<file path="src/rtl/uart_cmd_parser.sv">
// Host command parser: pops SYNC/CMD/ADDR/DATA/CHK frames from the uart RX FIFO,
// performs one register write or read, and pushes a one-byte reply to the TX FIFO.
module uart_cmd_parser #(
    parameter int          TIMEOUT = 100000,
    parameter logic [7:0]  SYNC    = 8'hA5,
    parameter logic [7:0]  ACK     = 8'h06,
    parameter logic [7:0]  NAK     = 8'h15
) (
    input  logic       clk,
    input  logic       reset,
    input  logic       rx_empty,
    input  logic [7:0] r_data,
    output logic       rd_uart,
    input  logic       tx_full,
    output logic       wr_uart,
    output logic [7:0] w_data,
    output logic       reg_we,
    output logic       reg_re,
    output logic [7:0] reg_addr,
    output logic [7:0] reg_wdata,
    input  logic [7:0] reg_rdata,
    output logic       busy,
    output logic [7:0] err_cnt
);

    localparam logic [7:0] CMD_WR = 8'h01;
    localparam logic [7:0] CMD_RD = 8'h02;
    localparam int TW = (TIMEOUT > 2) ? $clog2(TIMEOUT) : 1;
    localparam logic [TW-1:0] TLAST = TW'(TIMEOUT - 1);

    typedef enum logic [2:0] {
        S_IDLE, S_CMD, S_ADDR, S_DATA, S_CHK, S_EXEC, S_RDWAIT, S_RESP
    } state_t;

    state_t        state;
    logic [TW-1:0] tcnt;
    logic [7:0]    cmd_q, addr_q, data_q;
    logic          nak_q;
    logic          in_frame, accepting, frame_ok;

    assign in_frame  = (state == S_CMD) || (state == S_ADDR) ||
                       (state == S_DATA) || (state == S_CHK);
    assign accepting = in_frame || (state == S_IDLE);
    // Pop is gated by reset so nothing is consumed while the block is held in reset.
    assign rd_uart   = reset && accepting && !rx_empty;
    assign wr_uart   = (state == S_RESP) && !tx_full;
    assign busy      = (state != S_IDLE);
    assign frame_ok  = ((cmd_q ^ addr_q ^ data_q) == r_data);

    function automatic logic [7:0] sat_inc(input logic [7:0] v);
        return (v == 8'hFF) ? v : v + 8'd1;
    endfunction

    always_ff @(posedge clk or negedge reset) begin
        if (!reset) begin
            state     <= S_IDLE;
            tcnt      <= '0;
            cmd_q     <= '0;
            addr_q    <= '0;
            data_q    <= '0;
            nak_q     <= 1'b0;
            w_data    <= '0;
            reg_we    <= 1'b0;
            reg_re    <= 1'b0;
            reg_addr  <= '0;
            reg_wdata <= '0;
            err_cnt   <= '0;
        end else begin
            reg_we <= 1'b0;
            reg_re <= 1'b0;
            if (in_frame && !rd_uart) begin
                // Starved mid-frame: abandon the partial frame after TIMEOUT idle cycles.
                if (tcnt == TLAST) begin
                    state   <= S_IDLE;
                    tcnt    <= '0;
                    err_cnt <= sat_inc(err_cnt);
                end else begin
                    tcnt <= tcnt + 1'b1;
                end
            end else begin
                if (rd_uart) tcnt <= '0;
                case (state)
                    S_IDLE:  if (rd_uart && r_data == SYNC) state <= S_CMD;
                    S_CMD:   begin cmd_q  <= r_data; state <= S_ADDR; end
                    S_ADDR:  begin addr_q <= r_data; state <= S_DATA; end
                    S_DATA:  begin data_q <= r_data; state <= S_CHK;  end
                    S_CHK: begin
                        // Strobes are launched here so they are high exactly during EXEC.
                        reg_addr  <= addr_q;
                        reg_wdata <= data_q;
                        reg_we    <= frame_ok && (cmd_q == CMD_WR);
                        reg_re    <= frame_ok && (cmd_q == CMD_RD);
                        nak_q     <= !(frame_ok && (cmd_q == CMD_WR || cmd_q == CMD_RD));
                        state     <= S_EXEC;
                    end
                    S_EXEC: begin
                        if (nak_q) begin
                            w_data  <= NAK;
                            err_cnt <= sat_inc(err_cnt);
                            state   <= S_RESP;
                        end else if (reg_re) begin
                            state <= S_RDWAIT;
                        end else begin
                            w_data <= ACK;
                            state  <= S_RESP;
                        end
                    end
                    S_RDWAIT: begin
                        w_data <= reg_rdata;
                        state  <= S_RESP;
                    end
                    S_RESP:  if (!tx_full) state <= S_IDLE;
                    default: state <= S_IDLE;
                endcase
            end
        end
    end

endmodule

</file>
<file path="config.mk">
export PLATFORM = sky130hd
export DESIGN_NAME = uart_cmd_parser
export DESIGN_NICKNAME = d
export VERILOG_FILES = /design/src/rtl/uart_cmd_parser.sv
export SDC_FILE = /design/constraint.sdc
export NUM_CORES = 1
export LEC_CHECK = 0
export ABC_CLOCK_PERIOD_IN_PS = 2300
export CAP_MARGIN = 20
export CORE_MARGIN = 2
export CORE_UTILIZATION = 49
export DETAILED_ROUTE_END_ITERATION = 12
export GPL_ROUTABILITY_DRIVEN = 0
export HOLD_SLACK_MARGIN = 0.08
export PLACE_DENSITY = 0.76
export SLEW_MARGIN = 20
export SYNTH_ARGS = -nofsm -noshare
export SYNTH_HDL_FRONTEND = slang
export SYNTH_SLANG_ARGS = --single-unit
</file>
<file path="constraint.sdc">
create_clock -name clk -period 2.3 [get_ports clk]
set_clock_uncertainty 0.05 [all_clocks]
set_input_delay 0.345 -clock clk [delete_from_list [all_inputs] [get_ports clk]]
set_output_delay 0.345 -clock clk [all_outputs]
set_load 0.02 [all_outputs]
</file>
==> summary.md <==
| Metric | Value |
|---|---|
| Vias in the first global route | `3067` |
| Number of synthesized register bits | `79` |
| Final Net Count | `466` |
| WL/cell | `15.9 µm` |
| Final wirelength | `8.72 mm` |
| Synth cell types | `51` |
| Synth Area in Compound Gates | `0.0957` |
| Final setup fails | `0` |
| Core Area | `7730 µm²` |
| CTS H-tree lvls | `3` |
| Max Cap Viol | `0` |
| Post-Syn Area | `3910 µm²` |
| Worst slack, placed | `0.0627 ns` |
| Simple-gate area share of the yosys netlist | `0.154` |
| Worst-Margin Slew | `0.772 ns` |
| Total global routing overflow | `0` |
| Clock tree buffer depth | `2` |
| Maximum VDD drop | `0.000800 V` |
| Minimum clock period | `2.24 ns` |
| Cell Rows | `32` |
| Clock Sinks | `79` |
| Slowest stage delay, CP | `0.56 ns` |
| Vias after detailed routing | `3002` |
| Synth warn | `0` |
| I/O Buffers | `56` |
| Pwr dens | `1200 nW/µm²` |
| Clock-pin slew on the worst setup and hold paths | `0.08 ns` |
| Final hold vios | `0` |
| Run status | `complete, no violations` |
| All-Layer GR Usage | `0.217` |
| Delay-heaviest family, CP | `simple AND/OR/NAND/NOR gates` |
| Clock latency on the worst-skew pair | `0.36 ns` |
| Post-synth EDFFs | `0` |
| Mean post-synth cell area | `11.2 µm²` |
| Cell area after layout | `5060 µm²` |
| Critical setup path kind | `register to register` |
| Total I/O pin count | `57` |
| Layout cells sized above 1 | `0.245` |
| Synth Area in Adders | `0.0192` |
| Part of the cycle the worst path needs | `0.973` |
| Syn Nets | `374` |
| Worst min-delay path category | `input pin to async pin` |
| Worst slew margin | `0.485` |
| First-pass GRT wire length | `14.7 mm` |
| Crit Path Max Fanout | `8` |
| Largest net degree at the start of global routing | `63` |
| Register area share after synthesis | `0.506` |
| Post-route insts no fill | `547` |
| Critical path's slowest cell | `or4b_4` |
| Pleak | `2.21 nW` |
| Crit. End Element | `register` |
| Vias/cell | `5.49` |
| Fillers | `589` |
| Buf/Inv on CP | `2` |
| Largest family of logic cells by synthesized area | `simple AND/OR/NAND/NOR gates` |
| Highest clock rate | `447 MHz` |
| Mux contribution to synthesized area | `0.128` |
| CTS Buf Count | `9` |
| Drt initial violations | `159` |
| Synth-to-Final Area Change | `29.5%` |
| Final Max Slew Viols | `0` |
| Initial antenna violation count | `0` |
| Post-Synth XOR/XNOR Area | `0.0739` |
| Setup ws final | `0.0620 ns` |
| DP Area | `4800 µm²` |
| Die X | `93.3 µm` |
| Cells along the critical path | `or4b_4 -> nor4_4 -> buf_6 -> inv_2 -> or3_1 -> a32o_1` |
| Async SR Flop Fraction | `1.00` |
| Primary flip-flop cell chosen by synthesis mapping | `dfrtp_1` |
| Arrival time at the worst endpoint | `2.44 ns` |
| Worst Setup Start Kind | `register` |
| DRC Markers | `0` |
| Full die area | `8710 µm²` |
| DP Wirelength | `6.23 mm` |
| ANT nets after route | `0` |
| Root buffer cell | `clkbuf_8` |
| CTS tree | `done` |
| Critical Path RT | `2.50 ns` |
| Starting density of the core | `0.506` |
| Post-Place Cells | `529` |
| N_diodes | `0` |
| Pre-antenna DRT Iters | `4` |
| Cells after Synth | `348` |
| DIE HEIGHT | `93.3 µm` |
## metrics by stage
stage,util,hold slack [ns],total power [W],TNS [ns]
floorplan,-,-0.000591,0.00387,0
global placement,0.621,0.143,0.00477,0
detailed placement,0.621,0.147,0.00486,0
CTS,0.651,0.321,0.00601,0
global route,0.655,0.340,0.00647,-0.0479
finish,0.655,0.315,0.00606,0
## cells in the final DEF (no fill, tap or decap), drive strengths merged, types with 5 or more instances in the layout
cell / count
o21ai: 24
nand4: 6
xnor2: 19
or3: 5
clkbuf: 11
xor2: 14
nand2: 31
buf: 37
ha: 6
inv: 10
nor2: 18
nor3b: 5
nor3: 9
mux2: 41
nand3: 12
a21oi: 10
dfrtp: 79
clkdlybuf4s50: 52
## kinds of logic after synthesis
logic type / count (synthesis)
AOI/OAI and AO/OA: 57
xor gates and xnor gates: 33
adders and majority gates: 6
buffers and inverters: 21
DFF: 79
muxes: 45
and+or+nand+nor: 107
## metal layers
metal | GRT usage | share of wire
met1 | 0.297 | 0.46
met2 | 0.329 | 0.47
met3 | 0.0427 | 0.049
met4 | 0.115 | 0.025
met5 | 0 | 0
## layout make-up
class,instances,area (µm²),area share
repair buffers,93,838,0.166
flip-flops and latches,79,1980,0.391
multi-input cells,248,1870,0.369
well taps,102,128,0.0252
clock inverters,6,92.6,0.0183
clock buffers,10,128,0.0252
inverters,9,33.8,0.00667
## cell usage after synthesis (2+ instances only)
library cell / instances / area share
dfrtp_1: 79 / 0.51
mux2_2: 41 / 0.12
nand2_1: 31 / 0.030
o21ai_0: 22 / 0.028
xnor2_1: 19 / 0.043
nor2_1: 18 / 0.017
xor2_1: 14 / 0.031
nand3_1: 12 / 0.015
a21oi_1: 10 / 0.013
inv_1: 8 / 0.0077
nor3_1: 8 / 0.010
clkbuf_1: 7 / 0.0067
ha_1: 6 / 0.019
nand4_1: 6 / 0.0096
or3_1: 5 / 0.0080
a211oi_1: 4 / 0.0077
mux2i_1: 4 / 0.010
a22o_1: 3 / 0.0067
and3_1: 3 / 0.0048
nand2b_1: 3 / 0.0048
nor3b_2: 3 / 0.0096
o21a_1: 3 / 0.0058
a31oi_1: 2 / 0.0032
buf_2: 2 / 0.0026
buf_4: 2 / 0.0038
nor2b_1: 2 / 0.0032
nor3b_1: 2 / 0.0038
nor4_1: 2 / 0.0032
nor4_4: 2 / 0.011
o21ai_1: 2 / 0.0026
or4_1: 2 / 0.0038
or4bb_1: 2 / 0.0058
## final timing paths
check / startpoint / endpoint / slack (ns) / depth (start not counted)
setup / recovery: tcnt[12] / state[2] / 0.06 / 6
hold / removal: reset / addr_q[0] / 0.31 / 2
setup reg to reg: tcnt[12] / state[2] / 0.06 / 6
hold reg to reg: w_data[1] / w_data[1] / 0.43 / 2
max in group asynchronous: reset / tcnt[8] / 0.89 / 3
min in group clk: w_data[1] / w_data[1] / 0.43 / 2
## sequential cells by signal, summed over array words and instances, names as in the netlist, 3 cells and up
name,count
tcnt,17
reg_wdata,8
addr_q,8
cmd_q,8
state,3
err_cnt,8
data_q,8
reg_addr,8
w_data,8
## worst reg2reg max path: stages (launching register included)
cell and delay, ns:
dfrtp_1 0.41, or4b_4 0.56, nor4_4 0.27, buf_6 0.18, inv_2 0.05, or3_1 0.35, a32o_1 0.26
## where the power goes
part           total (W)  internal, W  switching, W
Clock            0.00114     0.000617      0.000527
Combinational    0.00278      0.00142       0.00136
Sequential       0.00213      0.00177      0.000359
Total            0.00606      0.00381       0.00225
## repair_timing
item	4_1_cts	5_1_grt
setup endpoints to repair	2	15
pin swaps	0	2
hold endpoints to repair	17	0
gates resized for setup	2	9
setup buffers	0	1
hold buffers	1	0
(Power assumes the default switching activity.)
